[config.mk]
export PLATFORM = sky130hd
export DESIGN_NAME = random_delay_timer
export DESIGN_NICKNAME = d
export VERILOG_FILES = /design/src/rtl/random_delay_pkg.sv /design/src/rtl/random_delay_timer_tick_prescaler.sv /design/src/rtl/random_delay_timer.sv
export SDC_FILE = /design/constraint.sdc
export NUM_CORES = 1
export LEC_CHECK = 0
export ABC_AREA = 0
export ABC_CLOCK_PERIOD_IN_PS = 1500
export CAP_MARGIN = 40
export CORE_MARGIN = 2
export CORE_UTILIZATION = 35
export CTS_BUF_LIST = sky130_fd_sc_hd__clkbuf_4
export DETAILED_ROUTE_END_ITERATION = 12
export PLACE_DENSITY = 0.59
export SYNTH_ARGS = -nofsm -noshare
export SYNTH_HDL_FRONTEND = slang
export SYNTH_SLANG_ARGS = --single-unit
[constraint.sdc]
create_clock -name clk -period 1.5 [get_ports clk]
set_clock_uncertainty 0.05 [all_clocks]
set_input_delay 0.3 -clock clk [delete_from_list [all_inputs] [get_ports clk]]
set_output_delay 0.3 -clock clk [all_outputs]
set_load 0.01 [all_outputs]
[src/rtl/random_delay_pkg.sv]
// random_delay_pkg: shared FSM state type and prescaler sizing helper for random_delay_timer.
package random_delay_pkg;
  typedef enum logic [1:0] {IDLE, COUNT, DONE} delay_state_t;
  function automatic int presc_width(input int tick_div);
    return tick_div > 1 ? $clog2(tick_div) : 1;
  endfunction
endpackage

[src/rtl/random_delay_timer_tick_prescaler.sv]
// tick_prescaler: divides clk into one-cycle ticks every TICK_DIV cycles while enabled.
module tick_prescaler
  import random_delay_pkg::*;
#(
  parameter int TICK_DIV = 1000
) (
  input  logic clk,
  input  logic rst,
  input  logic clr,
  input  logic en,
  output logic tick
);
  localparam int PW = presc_width(TICK_DIV);
  logic [PW-1:0] cnt;
  assign tick = cnt == PW'(TICK_DIV - 1);
  always_ff @(posedge clk or posedge rst)
    if (rst) cnt <= '0;
    else if (clr) cnt <= '0;
    else if (en) cnt <= tick ? '0 : cnt + 1'b1;
endmodule

[src/rtl/random_delay_timer.sv]
// random_delay_timer: loads an LFSR word as a tick count, counts it down, then pulses time_out.
// Optional minimum-delay clamp enabled by defining RANDOM_DELAY_MIN_CLAMP_EN.
module random_delay_timer
  import random_delay_pkg::*;
#(
  parameter int WIDTH     = 7,
  parameter int TICK_DIV  = 1000,
  parameter int MIN_DELAY = 2
) (
  input  logic             clk,
  input  logic             rst,
  input  logic             trigger,
  input  logic             abort,
  input  logic [WIDTH-1:0] random_in,
  output logic             lfsr_en,
  output logic             busy,
  output logic [WIDTH-1:0] count,
  output logic             time_out
);
`ifdef RANDOM_DELAY_MIN_CLAMP_EN
  localparam bit CLAMP_EN = 1'b1;
`else
  localparam bit CLAMP_EN = 1'b0;
`endif
  delay_state_t state, state_n;
  logic [WIDTH-1:0] count_n, load, min_w;
  logic tick, accept;
  assign min_w    = WIDTH'(MIN_DELAY);
  assign load     = CLAMP_EN && random_in < min_w ? min_w : random_in;
  assign accept   = state == IDLE && trigger && !abort;
  assign busy     = state != IDLE;
  assign time_out = state == DONE;
  tick_prescaler #(.TICK_DIV(TICK_DIV)) u_presc (
    .clk  (clk),
    .rst  (rst),
    .clr  (accept || abort),
    .en   (state == COUNT),
    .tick (tick)
  );
  // abort outranks both a new load and a pending tick
  always_comb begin
    state_n = state;
    count_n = count;
    if (abort) begin
      state_n = IDLE;
      count_n = '0;
    end else if (accept) begin
      state_n = load != '0 ? COUNT : DONE;
      count_n = load;
    end else if (state == COUNT && tick) begin
      state_n = count == WIDTH'(1) ? DONE : COUNT;
      count_n = count - 1'b1;
    end else if (state == DONE) begin
      state_n = IDLE;
    end
  end
  always_ff @(posedge clk or posedge rst)
    if (rst) state <= IDLE;
    else state <= state_n;
  always_ff @(posedge clk or posedge rst)
    if (rst) begin
      count   <= '0;
      lfsr_en <= 1'b0;
    end else begin
      count   <= count_n;
      lfsr_en <= accept;
    end
endmodule

Yosys cells after proc, flatten, opt, wreduce, memory -nomap -nowiden
Index checks and enable logic that the tools add are counted.
{ "totals": {"ff_bits": 20, "in_bits": 11} }
{ "classes": {"add_sub_neg": 2, "eq_ne": 4, "n_mux": 12, "reduce_logical": 11} }
{ "op_table": {"columns": ["op", "count"], "rows": [
  ["10-bit two-way mux", 3],
  ["7-bit two-way mux", 3],
  ["2-bit two-way mux", 6],
  ["10-bit by 1-bit adder with 10-bit output, second input constant", 1],
  ["10-bit equality test, second input constant", 1],
  ["7-bit by 1-bit equality test with 1-bit output, second input constant", 1],
  ["7-bit nonzero test", 1],
  ["7-bit by 1-bit subtractor with 7-bit output, second input constant", 1],
  ["2-bit nonzero test", 2],
  ["4-bit nonzero test", 1],
  ["1-bit logical AND", 3],
  ["3-bit nonzero test", 1],
  ["2-bit by 1-bit equality test with 1-bit output, second input constant", 1],
  ["2-bit equality test, second input constant", 1],
  ["2-bit zero test", 1],
  ["1-bit zero test", 1],
  ["1-bit logical OR", 1]
]} }

Logic depth before layout (Yosys ltp)
Gate-level depths: netlist (run 1).
{ "depth": {"word_depth": 5, "depth_mapped": 7, "ltp_nobuf": 6} }

By module
A second synthesis (run 1) with hierarchy kept.
{ "hier_totals": {"hier_cells": 134, "hier_area_um2": 1207.4} }
{ "modules_own_cells": {"columns": ["mod", "instances", "cells_per_inst", "area_each_um2"], "rows": [
  ["random_delay_timer", 1, 80, 669.4],
  ["tick_prescaler", 1, 54, 538.0]
]} }

Worst setup path after synthesis (run 1)
No wires, ideal clock.
{ "synth_path": {"path_kind": "register to register", "from": "reg u_presc.cnt[0]", "to": "reg count[2]", "setup_ps": 94, "arrival_ps": 1467, "path_slack_ps": -111, "stages_incl_launch_ff": 8, "path_buffers": 1, "period_less_slack_ps": 1611, "path_cell_list": "dfrtp_1 > ha_1 > and4b_1 > and3_1 > buf_4 > nand2_1 > xor2_1 > a211oi_1"} }
{ "synth_via": {"elab_chain_len": 3} }
{ "synth_lines": {"columns": ["element", "line_no", "text"], "rows": [
  ["start: declaration", "random_delay_timer_tick_prescaler.sv:14", "logic [PW-1:0] cnt;"],
  ["start signal: assignment", "random_delay_timer_tick_prescaler.sv:19", "else if (en) cnt <= tick ? '0 : cnt + 1'b1;"],
  ["10-bit equality test", "random_delay_timer_tick_prescaler.sv:15", "assign tick = cnt == PW'(TICK_DIV - 1);"],
  ["1-bit logical AND", "random_delay_timer.sv:50", "end else if (state == COUNT && tick) begin"],
  ["3-bit nonzero test (no line)", null, null],
  ["end signal: assignment", "random_delay_timer.sv:65", "count <= count_n;"],
  ["end: declaration", "random_delay_timer.sv:17", "output logic [WIDTH-1:0] count,"]
]} }
No other way between the ends.
A chain may end at the register's enable or synchronous reset.

Final worst setup path (run 1)
{ "layout_path": {"from": "reg u_presc.cnt[1]", "to": "reg count[4]"} }
Same word-level chain as after synthesis.

==> results of run 1 <==
worst reg2reg max path, stage by stage, from the launching register on:
cell and delay, ns:
dfrtp_1 0.39, ha_2 0.18, and4b_2 0.26, and3_4 0.25, nand2_1 0.08, xor2_1 0.15
a211oi_2 0.20
flip-flops by register name, indices dropped and copies added (netlist names):
name,flops
state,2
u_presc.cnt,10
lfsr_en,1
count,7
repair_timing:
| item | CTS | global route |
|---|---|---|
| resized for setup | 38 | 9 |
| setup buffers | 10 | 1 |
| pin swaps | 5 | 5 |
| hold buffers | 0 | 0 |
| endpoints found under the setup margin | 28 | 20 |
metrics by stage:
stage / cell area (um^2) / setup WS, ns / total power [mW] / TNS (ns) / utilization [%]
6_report: 1800 / -0.142 / 1.20 / -0.817 / 58.1
5_1_grt: 1800 / -0.222 / 1.27 / -1.97 / 58.1
4_1_cts: 1770 / -0.120 / 1.19 / -0.596 / 56.9
3_5_place_dp: 1600 / -0.408 / 0.882 / -6.38 / 51.5
3_3_place_gp: 1600 / -0.401 / 0.880 / -5.95 / 51.5
2_1_floorplan: 1170 / -0.0533 / 0.729 / -0.185 / -
layout make-up:
type                       instances  area (um^2)
fill                             281         1300
sequential                        20          504
clock inverter                     1         3.75
inverter                           5         18.8
tap                               44         55.1
multi-input combinational         95          706
clock buffer                       3         22.5
timing repair buffer              58          494
placed cells by master, fill, tap and decap left out, drive strengths merged, types with 2 or more instances in the layout:
cell,netlist,routed
and2,2,2
nor2,21,21
clkbuf,1,4
nor3,3,3
dlygate4sd2,0,8
nand2,9,9
ha,3,3
o21ai,3,3
nand4,2,2
a21oi,6,6
nand3,9,9
a211oi,6,6
nand4b,2,2
clkdlybuf4s50,0,10
xor2,6,6
and3,2,2
dfrtp,20,20
xnor2,7,7
buf,3,39
nor4,2,2
nor2b,2,2
inv,5,5
cells by family (layout without fill, tap and decap cells):
group / Yosys count / in the layout / share of synthesized area (%)
xor gates and xnor gates: 13 / 13 / 9.86
muxes: 2 / 2 / 1.84
adders and majority gates: 3 / 3 / 3.25
and+or+nand+nor: 58 / 58 / 27.5
AOI/OAI and AO/OA: 19 / 19 / 10.7
DFF: 20 / 20 / 43.3
buffers and inverters: 9 / 67 / 3.47
worst paths after layout:
| kind | to | slack, ns | cells after the start |
|---|---|---|---|
| max in group asynchronous | state[0] | 0.90 | 3 |
| worst min-delay path | lfsr_en | 0.27 | 3 |
| worst max register to register | count[4] | -0.14 | 6 |
| worst max-delay path | count[4] | -0.14 | 6 |
| worst min register to register | u_presc.cnt[9] | 0.53 | 2 |
| min in group clk | u_presc.cnt[9] | 0.53 | 2 |
where the power goes:
group / switching, mW / internal (mW) / total (mW)
logic: 0.169 / 0.176 / 0.345
clock network: 0.170 / 0.0972 / 0.267
registers: 0.0193 / 0.565 / 0.584
total: 0.359 / 0.838 / 1.20
layer usage:
metal  global-route usage (%)  vias up  part of all wire [%]
met4                     6.69        0                   1.4
met1                     24.5      540                    45
met2                     32.7       27                    50
li1                         -      549                     -
met5                        0        -                     0
met3                     4.83        6                   3.6
==> run_results.csv, run 1 <==
group,metric,value,unit
outcome,outcome,"finished with violations",
outcome,violations,"setup timing",
sta,slew_headroom,75.2,%
sta,finalCritPeriodShare,109,%
power,p_per_area,663,mW/mm^2
floorplan,die_w,61.4,um
worst_setup_path,crit_type,"reg2reg",
worst_setup_path,cp_top_family,"simple AND/OR/NAND/NOR gates",
clock_network,root_buffer,"clkbuf_4",
yosys,ys_types,35,
sta,fin_ws,-0.142,ns
floorplan,initial_core_util,37.2,%
yosys,yosys_warnings,0,
power,power_leakage,0.806,nW
floorplan,dieArea,0.00377,mm^2
floorplan,ioPinCount,21,
yosys,synth_top_area_share,43.3,%
drt,ant_nets,0,
global_routing,grt_use_total,19.5,%
cells_and_area,finalNetCount,197,
worst_setup_path,cp_cell_sequence,"ha_2 > and4b_2 > and3_4 > nand2_1 > xor2_1 > a211oi_2",
sta,slew_violations,0,
floorplan,core,0.00310,mm^2
drt,routed_wl,3.18,mm
cells_and_area,layoutNonFillerInstCount,226,
worst_setup_path,worstPathMaxFanout,6,
worst_setup_path,crit_path_start,"u_presc.cnt[1]",
yosys,synth_edf_count,0,
sta,hold_ws,0.268,ns
cells_and_area,syn_to_final_growth,56.2,%
clock_network,cts_inserted_buffers,3,
floorplan,fp-row-count,20,
yosys,yosys-top-cells-count,"dfrtp_1, nor2_1, nand2_1",
drt,drc,0,
worst_setup_path,critPathSlowestCell,"dfrtp_1",
global_routing,grt-ovfl-total,0,
yosys,syn_inst,124,
clock_network,cts.sinks,20,
sta,rsz0062_at_grt,"true",
placement,dpl.hpwl,2.20,mm
sta,min_period,1.64,ns
yosys,synthFlopType,"dfrtp_1",
clock_network,cts_buffer_depth,2,
yosys,ys_ff_latch,20,
placement,portBuffers,20,
clock_network,htree_levels,1,
worst_setup_path,rr_startpoint,"u_presc.cnt[1]",
clock_network,clk_pin_slew_worst_paths,0.11,ns
worst_setup_path,crit_required,1.67,ns
yosys,synth_area_leaders,"dfrtp_1, nor2_1, xnor2_1",
yosys,synth.cell_area,0.00115,mm^2
drt,post_drt_via_cell_ratio,4.96,
worst_setup_path,cp-end-kind,"register",
cells_and_area,diodes,0,
yosys,syn_nets,138,
drt,first_iter_violations,51,
worst_setup_path,crit_arrival,1.81,ns
sta,tightest_slew,0.368,ns
cells_and_area,drive_above_1_share,36.8,%
global_routing,grt_pass1_wl,5.40,mm
worst_setup_path,cp_num_buf_inv,0,
yosys,yosys.area.top_type,"dfrtp_1",
sta,max_freq,0.609,GHz
yosys,avgSynthCellArea,9.31,um^2
worst_setup_path,max_stage_delay,0.39,ns
global_routing,grt_pass1_vias,1189,
drt,first_pass_iters,4,
sta,final-hold-violation-count,0,
sta,setup_viol_count_final,11,
hold_path,hp-class,"in2async",
floorplan,die_h,61.4,um
drt,vias,1122,
drt,wl_per_cell,14.1,um
global_routing,grt_max_degree,21,
yosys,synth_seq_area_share,43.3,%
global_routing,antenna_found_initial,0,
power,ir_drop,0.488,mV
placement,finalWeightedCongestion,0.827,
yosys,async_flop_share,100,%
placement,dpl.cell_count,211,
clock_network,clock_latency,0.30,ns
worst_setup_path,cp-start-kind,"register",
clock_network,cts_tree,"done",
run,maxCapViolCount,0,
Power figures use the tool's default switching activity.
==> inputs of run 2 (changes only) <==
--- a/config.mk
+++ b/config.mk
@@ -6,13 +6,13 @@
 export NUM_CORES = 1
 export LEC_CHECK = 0
 export ABC_AREA = 0
-export ABC_CLOCK_PERIOD_IN_PS = 1500
+export ABC_CLOCK_PERIOD_IN_PS = 1700
 export CAP_MARGIN = 40
 export CORE_MARGIN = 2
 export CORE_UTILIZATION = 35
 export CTS_BUF_LIST = sky130_fd_sc_hd__clkbuf_4
 export DETAILED_ROUTE_END_ITERATION = 12
-export PLACE_DENSITY = 0.59
+export PLACE_DENSITY = 0.57
 export SYNTH_ARGS = -nofsm -noshare
 export SYNTH_HDL_FRONTEND = slang
 export SYNTH_SLANG_ARGS = --single-unit
==> constraint.sdc (replaced) <==
create_clock -name clk -period 1.7 [get_ports clk]
set_clock_uncertainty 0.05 [all_clocks]
set_input_delay 0.34 -clock clk [delete_from_list [all_inputs] [get_ports clk]]
set_output_delay 0.34 -clock clk [all_outputs]
set_load 0.01 [all_outputs]
==> run_results.csv, run 2 (synthesis gave the netlist of run 1 again) <==
group,metric,value,unit
floorplan,initial_core_util,37.2,%
clock_network,cts_buffer_depth,2,
global_routing,grt_use_total,18.0,%
placement,post-place-ws,-0.240,ns
global_routing,antenna_found_initial,0,
sta,slew_headroom,81.6,%
drt,vias,1082,
placement,finalWeightedCongestion,0.824,
sta,setup_viol_count_final,2,
sta,tightest_slew,0.276,ns
run,maxCapViolCount,0,
placement,dpl.cell_count,203,
global_routing,use_met2,28.9,%
power,p_per_area,702,mW/mm^2
sta,rsz0062_at_grt,"true",
sta,setup_tns,-0.0403,ns
clock_network,cts.sinks,20,
global_routing,busiest_layer,"met2",
worst_setup_path,cp-end-kind,"output pin",
sta,fin_ws,-0.0243,ns
power,p_switching,328,uW
worst_setup_path,crit_arrival,1.33,ns
clock_network,clk_pin_slew_worst_paths,0.14,ns
worst_setup_path,cp-endpoint,"busy",
drt,wl_per_cell,14.0,um
clock_network,cts_inserted_buffers,3,
clock_network,root_buffer,"clkbuf_4",
sta,slew_violations,0,
cells_and_area,biggestRegsByFlops,"u_presc.cnt x10, count x7, state x2",
power,power.total,1.21,mW
power,internal_power,883,uW
floorplan,dieArea,0.00377,mm^2
worst_setup_path,worstPathMaxFanout,2,
worst_setup_path,r2r_setup_slack,-0.02,ns
worst_setup_path,crit_path_start,"state[1]",
global_routing,grt-ovfl-total,0,
global_routing,grt_max_degree,21,
clock_network,cts_hold_buf,0,
placement,dpl-instance-area,0.00153,mm^2
cells_and_area,syn_to_final_growth,49.3,%
cells_and_area,finalNetCount,190,
floorplan,ioPinCount,21,
power,switching_share,27.1,%
worst_setup_path,crit_required,1.31,ns
drt,first_iter_violations,17,
power,seqPwrFrac,42.4,%
clock_network,clock_latency,0.33,ns
drt,drc,0,
drt,post_drt_via_cell_ratio,4.94,
clock_network,cts_tree,"done",
placement,portBuffers,20,
power,power_leakage,0.747,nW
sta,final-hold-violation-count,0,
sta,finalCritPeriodShare,101,%
cells_and_area,fin_area,0.00172,mm^2
placement,dpl.hpwl,2.08,mm
cells_and_area,regMostFlops,"u_presc.cnt",
sta,hold_ws,0.280,ns
sta,min_period,1.72,ns
floorplan,core,0.00310,mm^2
global_routing,grt_use_met1,24.6,%
floorplan,die_w,61.4,um
worst_setup_path,rr_startpoint,"state[1]",
outcome,outcome,"finished with violations",
power,ir_drop,0.324,mV
floorplan,die_h,61.4,um
cells_and_area,final_cell_mix,"buf_4, nor2_1, clkdlybuf4s50_1",
global_routing,grt_pass1_wl,4.97,mm
cells_and_area,drive_above_1_share,32.0,%
cells_and_area,layoutNonFillerInstCount,219,
worst_setup_path,worstReg2RegEnd,"count[6]",
drt,first_pass_iters,4,
worst_setup_path,ff2ff_path_depth,6,
worst_setup_path,cp-start-kind,"register",
worst_setup_path,crit_type,"reg2out",
sta,max_freq,0.580,GHz
cells_and_area,diodes,0,
cells_and_area,post-route-util,55.6,%
power,p_comb_share,23.6,%
clock_network,htree_levels,1,
global_routing,grt_pass1_vias,1093,
floorplan,fp-row-count,20,
outcome,violations,"setup timing",
global_routing,use_met3,2.73,%
cells_and_area,final_common_cell,"buf_4",
drt,ant_nets,0,
cells_and_area,largest_reg_flops,10,
drt,routed_wl,3.07,mm
hold_path,hp-class,"in2async",
power,clkPwrFrac,33.9,%
## run 2: changes by cell type in the layout (fill, tap and decap cells not counted), sizes merged
cell           delta
buf               -8
bufinv            +1
clkdlybuf4s15     +1
clkdlybuf4s50     +8
clkinv            -1
dlygate4sd2       -8
## run 2: how the worst min path moves through the flow
stage              startpoint             end  slack [ns]  depth (start not counted)
3_5_place_dp   u_presc.cnt[9]  u_presc.cnt[9]        0.50                          2
2_1_floorplan             rst        count[0]        0.25                          1
4_1_cts                   rst  u_presc.cnt[9]        0.29                          3
3_3_place_gp   u_presc.cnt[9]  u_presc.cnt[9]        0.49                          2
6_report                  rst  u_presc.cnt[9]        0.28                          3
5_1_grt                   rst  u_presc.cnt[9]        0.32                          3
## run 2: layout make-up
class	instances	area, um^2
sequential	20	504
timing repair buffer	51	435
fill	295	1380
clock inverter	1	30.0
inverter	5	18.8
clock buffer	3	22.5
multi-input combinational	95	658
tap	44	55.1
## run 2: worst max-delay path, stage by stage, from the launching register on
cell,delay [ns]
dfrtp_2,0.44
buf_4,0.14
or2_2,0.30
clkbuf_2,0.13
## run 2: timing repair
item,CTS,global route
endpoints found under the setup margin,8,18
buffers inserted,7,6
gates resized for setup,10,12
pin swaps,2,5
hold endpoints to repair,0,0
## run 2: power by group through the flow
| stage | sequential [mW] | clock, mW | combinational, mW |
|---|---|---|---|
| finish | 0.514 | 0.411 | 0.286 |
| global route | 0.516 | 0.432 | 0.309 |
| CTS | 0.517 | 0.416 | 0.253 |
| detailed placement | 0.534 | 0 | 0.226 |
| global placement | 0.534 | 0 | 0.224 |
| floorplan | 0.538 | 0 | 0.104 |
## run 2: metal layers
layer  wire, um  share of wire (%)
met1       1470                 48
met2       1470                 48
met3         88                2.9
met4         44                1.4
met5          0                  0
